==> src/rtl/bus_decode_wdog.sv <==
// Registered single-master interconnect: decodes each Core request to RAM (slave 0) or the
// device window (slave 1), and raises err on unmapped addresses or slaves that never ack.
module bus_decode_wdog #(
    parameter logic [31:0] S0_BASE = 32'h0000_0000,
    parameter logic [31:0] S0_MASK = 32'hFFFF_0000,
    parameter logic [31:0] S1_BASE = 32'h0001_0000,
    parameter logic [31:0] S1_MASK = 32'hFFFF_FF00,
    parameter int unsigned TIMEOUT = 16
) (
    input  logic        clk,
    input  logic        reset,
    input  logic [31:0] m_adr_i,
    input  logic [31:0] m_dat_i,
    input  logic        m_wen_i,
    input  logic [3:0]  m_sel_i,
    input  logic        m_stb_i,
    input  logic        m_cyc_i,
    output logic [31:0] m_dat_o,
    output logic        m_ack_o,
    output logic        m_err_o,
    output logic        m_rty_o,
    output logic [31:0] s_adr_o,
    output logic [31:0] s_dat_o,
    output logic        s_wen_o,
    output logic [3:0]  s_sel_o,
    output logic        s0_stb_o,
    input  logic [31:0] s0_dat_i,
    input  logic        s0_ack_i,
    output logic        s1_stb_o,
    input  logic [31:0] s1_dat_i,
    input  logic        s1_ack_i,
    output logic [7:0]  err_cnt_o
);

    typedef enum logic [1:0] {IDLE, BUSY, RESP, ERR} state_t;

    localparam logic [7:0] TMO_LAST = 8'(TIMEOUT - 1);

    state_t      state, state_nxt;
    logic        sel_s1, sel_s1_nxt;
    logic        abort, abort_nxt;
    logic [7:0]  tmo_cnt, tmo_cnt_nxt;
    logic [31:0] m_dat_nxt, s_adr_nxt, s_dat_nxt;
    logic        m_ack_nxt, m_err_nxt, s_wen_nxt, s0_stb_nxt, s1_stb_nxt;
    logic [3:0]  s_sel_nxt;
    logic [7:0]  err_cnt_nxt, err_cnt_inc;
    logic        hit_s0, hit_s1, slave_ack;
    logic [31:0] slave_dat;

    assign hit_s1      = (m_adr_i & S1_MASK) == S1_BASE;
    assign hit_s0      = (m_adr_i & S0_MASK) == S0_BASE;
    assign slave_ack   = sel_s1 ? s1_ack_i : s0_ack_i;
    assign slave_dat   = sel_s1 ? s1_dat_i : s0_dat_i;
    assign err_cnt_inc = (err_cnt_o == 8'hFF) ? 8'hFF : err_cnt_o + 8'd1;
    assign m_rty_o     = 1'b0;

    always_comb begin
        state_nxt   = state;
        sel_s1_nxt  = sel_s1;
        abort_nxt   = abort;
        tmo_cnt_nxt = tmo_cnt;
        m_dat_nxt   = m_dat_o;
        m_ack_nxt   = 1'b0;
        m_err_nxt   = m_err_o;
        s_adr_nxt   = s_adr_o;
        s_dat_nxt   = s_dat_o;
        s_wen_nxt   = s_wen_o;
        s_sel_nxt   = s_sel_o;
        s0_stb_nxt  = s0_stb_o;
        s1_stb_nxt  = s1_stb_o;
        err_cnt_nxt = err_cnt_o;

        case (state)
            IDLE: begin
                m_err_nxt = 1'b0;
                if (m_stb_i && m_cyc_i) begin
                    s_adr_nxt   = m_adr_i;
                    s_dat_nxt   = m_dat_i;
                    s_wen_nxt   = m_wen_i;
                    s_sel_nxt   = m_sel_i;
                    tmo_cnt_nxt = 8'd0;
                    abort_nxt   = 1'b0;
                    // Device window is checked first so it can overlay RAM space.
                    if (hit_s1) begin
                        sel_s1_nxt = 1'b1;
                        s1_stb_nxt = 1'b1;
                        state_nxt  = BUSY;
                    end else if (hit_s0) begin
                        sel_s1_nxt = 1'b0;
                        s0_stb_nxt = 1'b1;
                        state_nxt  = BUSY;
                    end else begin
                        m_err_nxt   = 1'b1;
                        err_cnt_nxt = err_cnt_inc;
                        state_nxt   = ERR;
                    end
                end
            end

            BUSY: begin
                if (!m_stb_i) begin
                    abort_nxt = 1'b1;
                end
                // An ack arriving on the last allowed cycle still beats the watchdog.
                if (slave_ack) begin
                    s0_stb_nxt = 1'b0;
                    s1_stb_nxt = 1'b0;
                    m_dat_nxt  = slave_dat;
                    if (abort || !m_stb_i) begin
                        state_nxt = IDLE;
                    end else begin
                        m_ack_nxt = 1'b1;
                        state_nxt = RESP;
                    end
                end else if (tmo_cnt == TMO_LAST) begin
                    s0_stb_nxt  = 1'b0;
                    s1_stb_nxt  = 1'b0;
                    m_err_nxt   = 1'b1;
                    err_cnt_nxt = err_cnt_inc;
                    state_nxt   = ERR;
                end else begin
                    tmo_cnt_nxt = tmo_cnt + 8'd1;
                end
            end

            RESP: begin
                state_nxt = IDLE;
            end

            ERR: begin
                if (!m_stb_i) begin
                    m_err_nxt = 1'b0;
                    state_nxt = IDLE;
                end
            end

            default: begin
                state_nxt = IDLE;
            end
        endcase
    end

    always_ff @(posedge clk) begin
        if (reset) begin
            state     <= IDLE;
            sel_s1    <= 1'b0;
            abort     <= 1'b0;
            tmo_cnt   <= 8'd0;
            m_dat_o   <= 32'd0;
            m_ack_o   <= 1'b0;
            m_err_o   <= 1'b0;
            s_adr_o   <= 32'd0;
            s_dat_o   <= 32'd0;
            s_wen_o   <= 1'b0;
            s_sel_o   <= 4'd0;
            s0_stb_o  <= 1'b0;
            s1_stb_o  <= 1'b0;
            err_cnt_o <= 8'd0;
        end else begin
            state     <= state_nxt;
            sel_s1    <= sel_s1_nxt;
            abort     <= abort_nxt;
            tmo_cnt   <= tmo_cnt_nxt;
            m_dat_o   <= m_dat_nxt;
            m_ack_o   <= m_ack_nxt;
            m_err_o   <= m_err_nxt;
            s_adr_o   <= s_adr_nxt;
            s_dat_o   <= s_dat_nxt;
            s_wen_o   <= s_wen_nxt;
            s_sel_o   <= s_sel_nxt;
            s0_stb_o  <= s0_stb_nxt;
            s1_stb_o  <= s1_stb_nxt;
            err_cnt_o <= err_cnt_nxt;
        end
    end

endmodule

==> config.mk <==
export PLATFORM = sky130hd
export DESIGN_NAME = bus_decode_wdog
export DESIGN_NICKNAME = d
export VERILOG_FILES = /design/src/rtl/bus_decode_wdog.sv
export SDC_FILE = /design/constraint.sdc
export NUM_CORES = 1
export LEC_CHECK = 0
export ABC_AREA = 1
export CAP_MARGIN = 30
export CORE_MARGIN = 2
export CORE_UTILIZATION = 38
export CTS_BUF_LIST = sky130_fd_sc_hd__clkbuf_4 sky130_fd_sc_hd__clkbuf_8 sky130_fd_sc_hd__clkbuf_16
export DETAILED_ROUTE_END_ITERATION = 10
export GPL_TIMING_DRIVEN = 0
export PLACE_DENSITY = 0.79
export SYNTH_ARGS = -nofsm -noshare
export SYNTH_HDL_FRONTEND = slang
export SYNTH_SLANG_ARGS = --single-unit
==> constraint.sdc <==
create_clock -name clk -period 4 [get_ports clk]
set_input_delay 0.8 -clock clk [delete_from_list [all_inputs] [get_ports clk]]
set_output_delay 0.8 -clock clk [all_outputs]
set_load 0.02 [all_outputs]
==> impl_metrics.tcl <==
set metrics [dict create \
    status "complete, no violations" \
    r2r_cells 14 \
    arrival_ns 2.67 \
    utilization 0.615 \
    first_iter_violations 192 \
    worstMarginPinSlew_ns 0.599 \
    required_ns 4.35 \
    worst_path_most_repeated_cell "nand2_1" \
    dr.pass1.iters 5 \
    finalSetupViolations 0 \
    clkSinkCount 125 \
    first_global_vias 5709 \
    syn_nets 927 \
    die_w_um 125 \
    overflow 0 \
    htree_levels 4 \
    dieArea_um2 15500 \
    p_per_area_nw_per_um2 558 \
    r2r_start "state[0]" \
    rsz0062_at_grt "false" \
    area_growth_pct 60.1 \
    seqCellArea_um2 2500 \
    grt_pass1_wl_um 28500 \
    multi_input_area_um2 2520 \
    period_minus_slack_ns 2.32 \
    post-cts-setup-buffer-count 0 \
    relSlewSlack 0.601 \
    die_y_um 125 \
    place_congestion 0.825 \
    worstPathMaxFanout 10 \
    pin_count 253 \
    critPathKind "primary input to flop" \
    yosysWarnings 0 \
    drive_above_1_share 0.0611 \
    synth_cells 782 \
    peakVddDrop_mv 0.330 \
    cpPeakStageDelay_ns 0.55 \
    crit_slowest_cell "clkdlybuf4s50_1" \
    grt_max_degree 17 \
    hold_path.class "flop to flop" \
    syn_area_um2 5520 \
    clock_path_buffers 2 \
    period_share 0.580 \
    maxCapViolations 0 \
    portBuffers 250 \
    cts-buffers-inserted 17 \
    hold_path_end "m_ack_o" \
    coreArea_um2 14400 \
    ant_nets 0 \
    vias_per_cell 4.85 \
    antenna_found_initial 0 \
    clock_skew_ns 0.00646 \
    fin_tns_setup_ns 0 \
    layout.nets 1196 \
    syn_area_per_cell_um2 7.06 \
    hpwl_um 13500 \
    clkSlewWorstSetupHoldPaths_ns 0.05 \
    cts_tree "built" \
    path_cells "clkdlybuf4s50_1 > nand2_1 > inv_2 > nand2_2 > nand2_2 > nand2_1 > inv_2 > nand2_4 > nor2_2 > nand2_1 > nand2_1 > inv_1 > nor2_1" \
    fillers 1325 \
    r2r-end "tmo_cnt[6]" \
    finalHoldViolations 0 \
    startpoint_type "primary input" \
    drt-total-wl_um 17900 \
    ys_seq_area_frac 0.453 \
    cts-resized-gates 0 \
    rrSetupSlack_ns 2.08 \
    fmax_ghz 0.431 \
    synth_top_area_frac 0.453 \
    clk_latency_ns 0.41 \
    start_util 0.384 \
    cts_root_buf "clkbuf_16" \
    num_vias 6050 \
    num_antenna_cells 0 \
    yosysTopAreaCell "dfxtp_1" \
    remaining_drc_errors 0 \
    endpoint_kind "flop" \
    synth.area.top_cells "dfxtp_1, a21oi_1, nand2_1" \
    cts.hold.buffers_added 0 \
    wl_per_cell_um 14.4 \
    grt_usage 0.226 \
    min_delay_path_depth 1 \
    slew_viol_final 0 \
    p_leak_nw 3.56 \
    min-delay-start "abort" \
    ys_types 32 \
    ys_ff_latch 125 \
    row_count 44 \
]
## sequential cells by signal (all words and copies together) (netlist names)
signal and count:
s0_stb_o 1, s_adr_o 32, err_cnt_o 8, abort 1, s1_stb_o 1, s_dat_o 32, m_dat_o 32, state 2
sel_s1 1, m_ack_o 1, s_wen_o 1, m_err_o 1, s_sel_o 4, tmo_cnt 8
## area by class of cell
class / instances / area share
Buffer: 51 / 0.0243
Tap cell: 184 / 0.0260
Timing Repair Buffer: 250 / 0.283
Multi-Input combinational cell: 531 / 0.285
Clock inverter: 7 / 0.00991
Clock buffer: 24 / 0.0562
Sequential cell: 125 / 0.283
Inverter: 75 / 0.0318
## synthesized netlist by cell type
| master | n |
|---|---|
| a21oi_1 | 146 |
| nand2_1 | 136 |
| dfxtp_1 | 125 |
| nand3_1 | 88 |
| nor2_1 | 80 |
| inv_1 | 69 |
| o21ai_0 | 32 |
| clkbuf_1 | 31 |
| buf_2 | 10 |
| o21ai_1 | 10 |
| nand4_1 | 9 |
| buf_1 | 8 |
| ha_1 | 6 |
| inv_2 | 6 |
| nand2_2 | 5 |
| nor2_2 | 3 |
| nand3_2 | 2 |
| xor2_1 | 2 |
| a21o_1 | 1 |
| a31o_2 | 1 |
| buf_4 | 1 |
| buf_6 | 1 |
| conb_1 | 1 |
| nand2_4 | 1 |
| nand4_2 | 1 |
| nor2_4 | 1 |
| nor2_8 | 1 |
| nor3_2 | 1 |
| nor3b_1 | 1 |
| nor4_1 | 1 |
| o21bai_1 | 1 |
| or2_0 | 1 |
## how the worst max path moves through the flow
stage / from / to / slack [ns] / cells past startpoint
5_1_grt: m_stb_i / tmo_cnt[6] / 1.51 / 13
3_3_place_gp: m_stb_i / tmo_cnt[6] / 1.26 / 13
3_5_place_dp: m_stb_i / tmo_cnt[6] / 1.24 / 13
6_report: m_stb_i / tmo_cnt[6] / 1.68 / 13
4_1_cts: m_stb_i / tmo_cnt[6] / 1.66 / 13
2_1_floorplan: m_adr_i[27] / err_cnt_o[5] / 2.18 / 11
## worst max-delay path, delay by kind of cell
family                 cells  cell delay (ns)
and+or+nand+nor            9             1.01
buffers and inverters      4             0.86
## where the power goes
part           total (mW)  switching, mW  internal [mW]
Clock                1.51          0.521          0.985
Combinational        1.84           1.07          0.766
Sequential           1.58          0.139           1.45
Total                4.93           1.73           3.20
## routing by layer
layer / GRT usage / part of all wire / wire length [um] / vias to the layer above
met5: 0 / 0 / 0 / -
met1: 0.253 / 0.41 / 7320 / 2679
li1: - / - / - / 3106
met3: 0.0962 / 0.10 / 1850 / 22
met4: 0.0780 / 0.020 / 352 / 0
met2: 0.384 / 0.47 / 8390 / 243
## kinds of logic after synthesis
kind of cell    after synthesis  synth area share
simple gates                331             0.265
compound gates              191             0.175
buf+inv                     126            0.0899
flops                       125             0.453
fa+ha+maj                     6            0.0136
xor+xnor                      2           0.00317
other cells                   1          0.000679
## layout by cell type, fill, tap and decap left out, types with 2 or more instances in the layout
| master | netlist | layout |
|---|---|---|
| nand4_1 | 9 | 9 |
| nand3_1 | 88 | 88 |
| o21ai_1 | 10 | 10 |
| clkbuf_1 | 31 | 31 |
| dfxtp_1 | 125 | 125 |
| clkbuf_4 | 0 | 4 |
| clkbuf_16 | 0 | 17 |
| nand2_1 | 136 | 136 |
| nand3_2 | 2 | 2 |
| inv_2 | 6 | 6 |
| inv_1 | 69 | 69 |
| bufinv_16 | 0 | 2 |
| clkinv_2 | 0 | 4 |
| xor2_1 | 2 | 2 |
| a21oi_1 | 146 | 146 |
| nand2_2 | 5 | 5 |
| buf_2 | 10 | 10 |
| nor2_1 | 80 | 80 |
| clkdlybuf4s50_1 | 0 | 250 |
| o21ai_0 | 32 | 32 |
| clkbuf_8 | 0 | 3 |
| buf_1 | 8 | 8 |
| nor2_2 | 3 | 3 |
| ha_1 | 6 | 6 |
## per-stage QoR
step	setup WS, ns	cell area [um2]	power, mW	std cells	hold slack (ns)
after floorplan	2.18	5520	2.69	782	0.417
after global placement	1.26	8260	3.43	1216	0.440
after detailed placement	1.24	8260	3.45	1216	0.446
after CTS	1.66	8840	4.97	1247	0.456
after global routing	1.51	8840	5.24	1247	0.472
final	1.68	8840	4.93	1247	0.456
No activity file was read; power rests on OpenSTA's default activity.
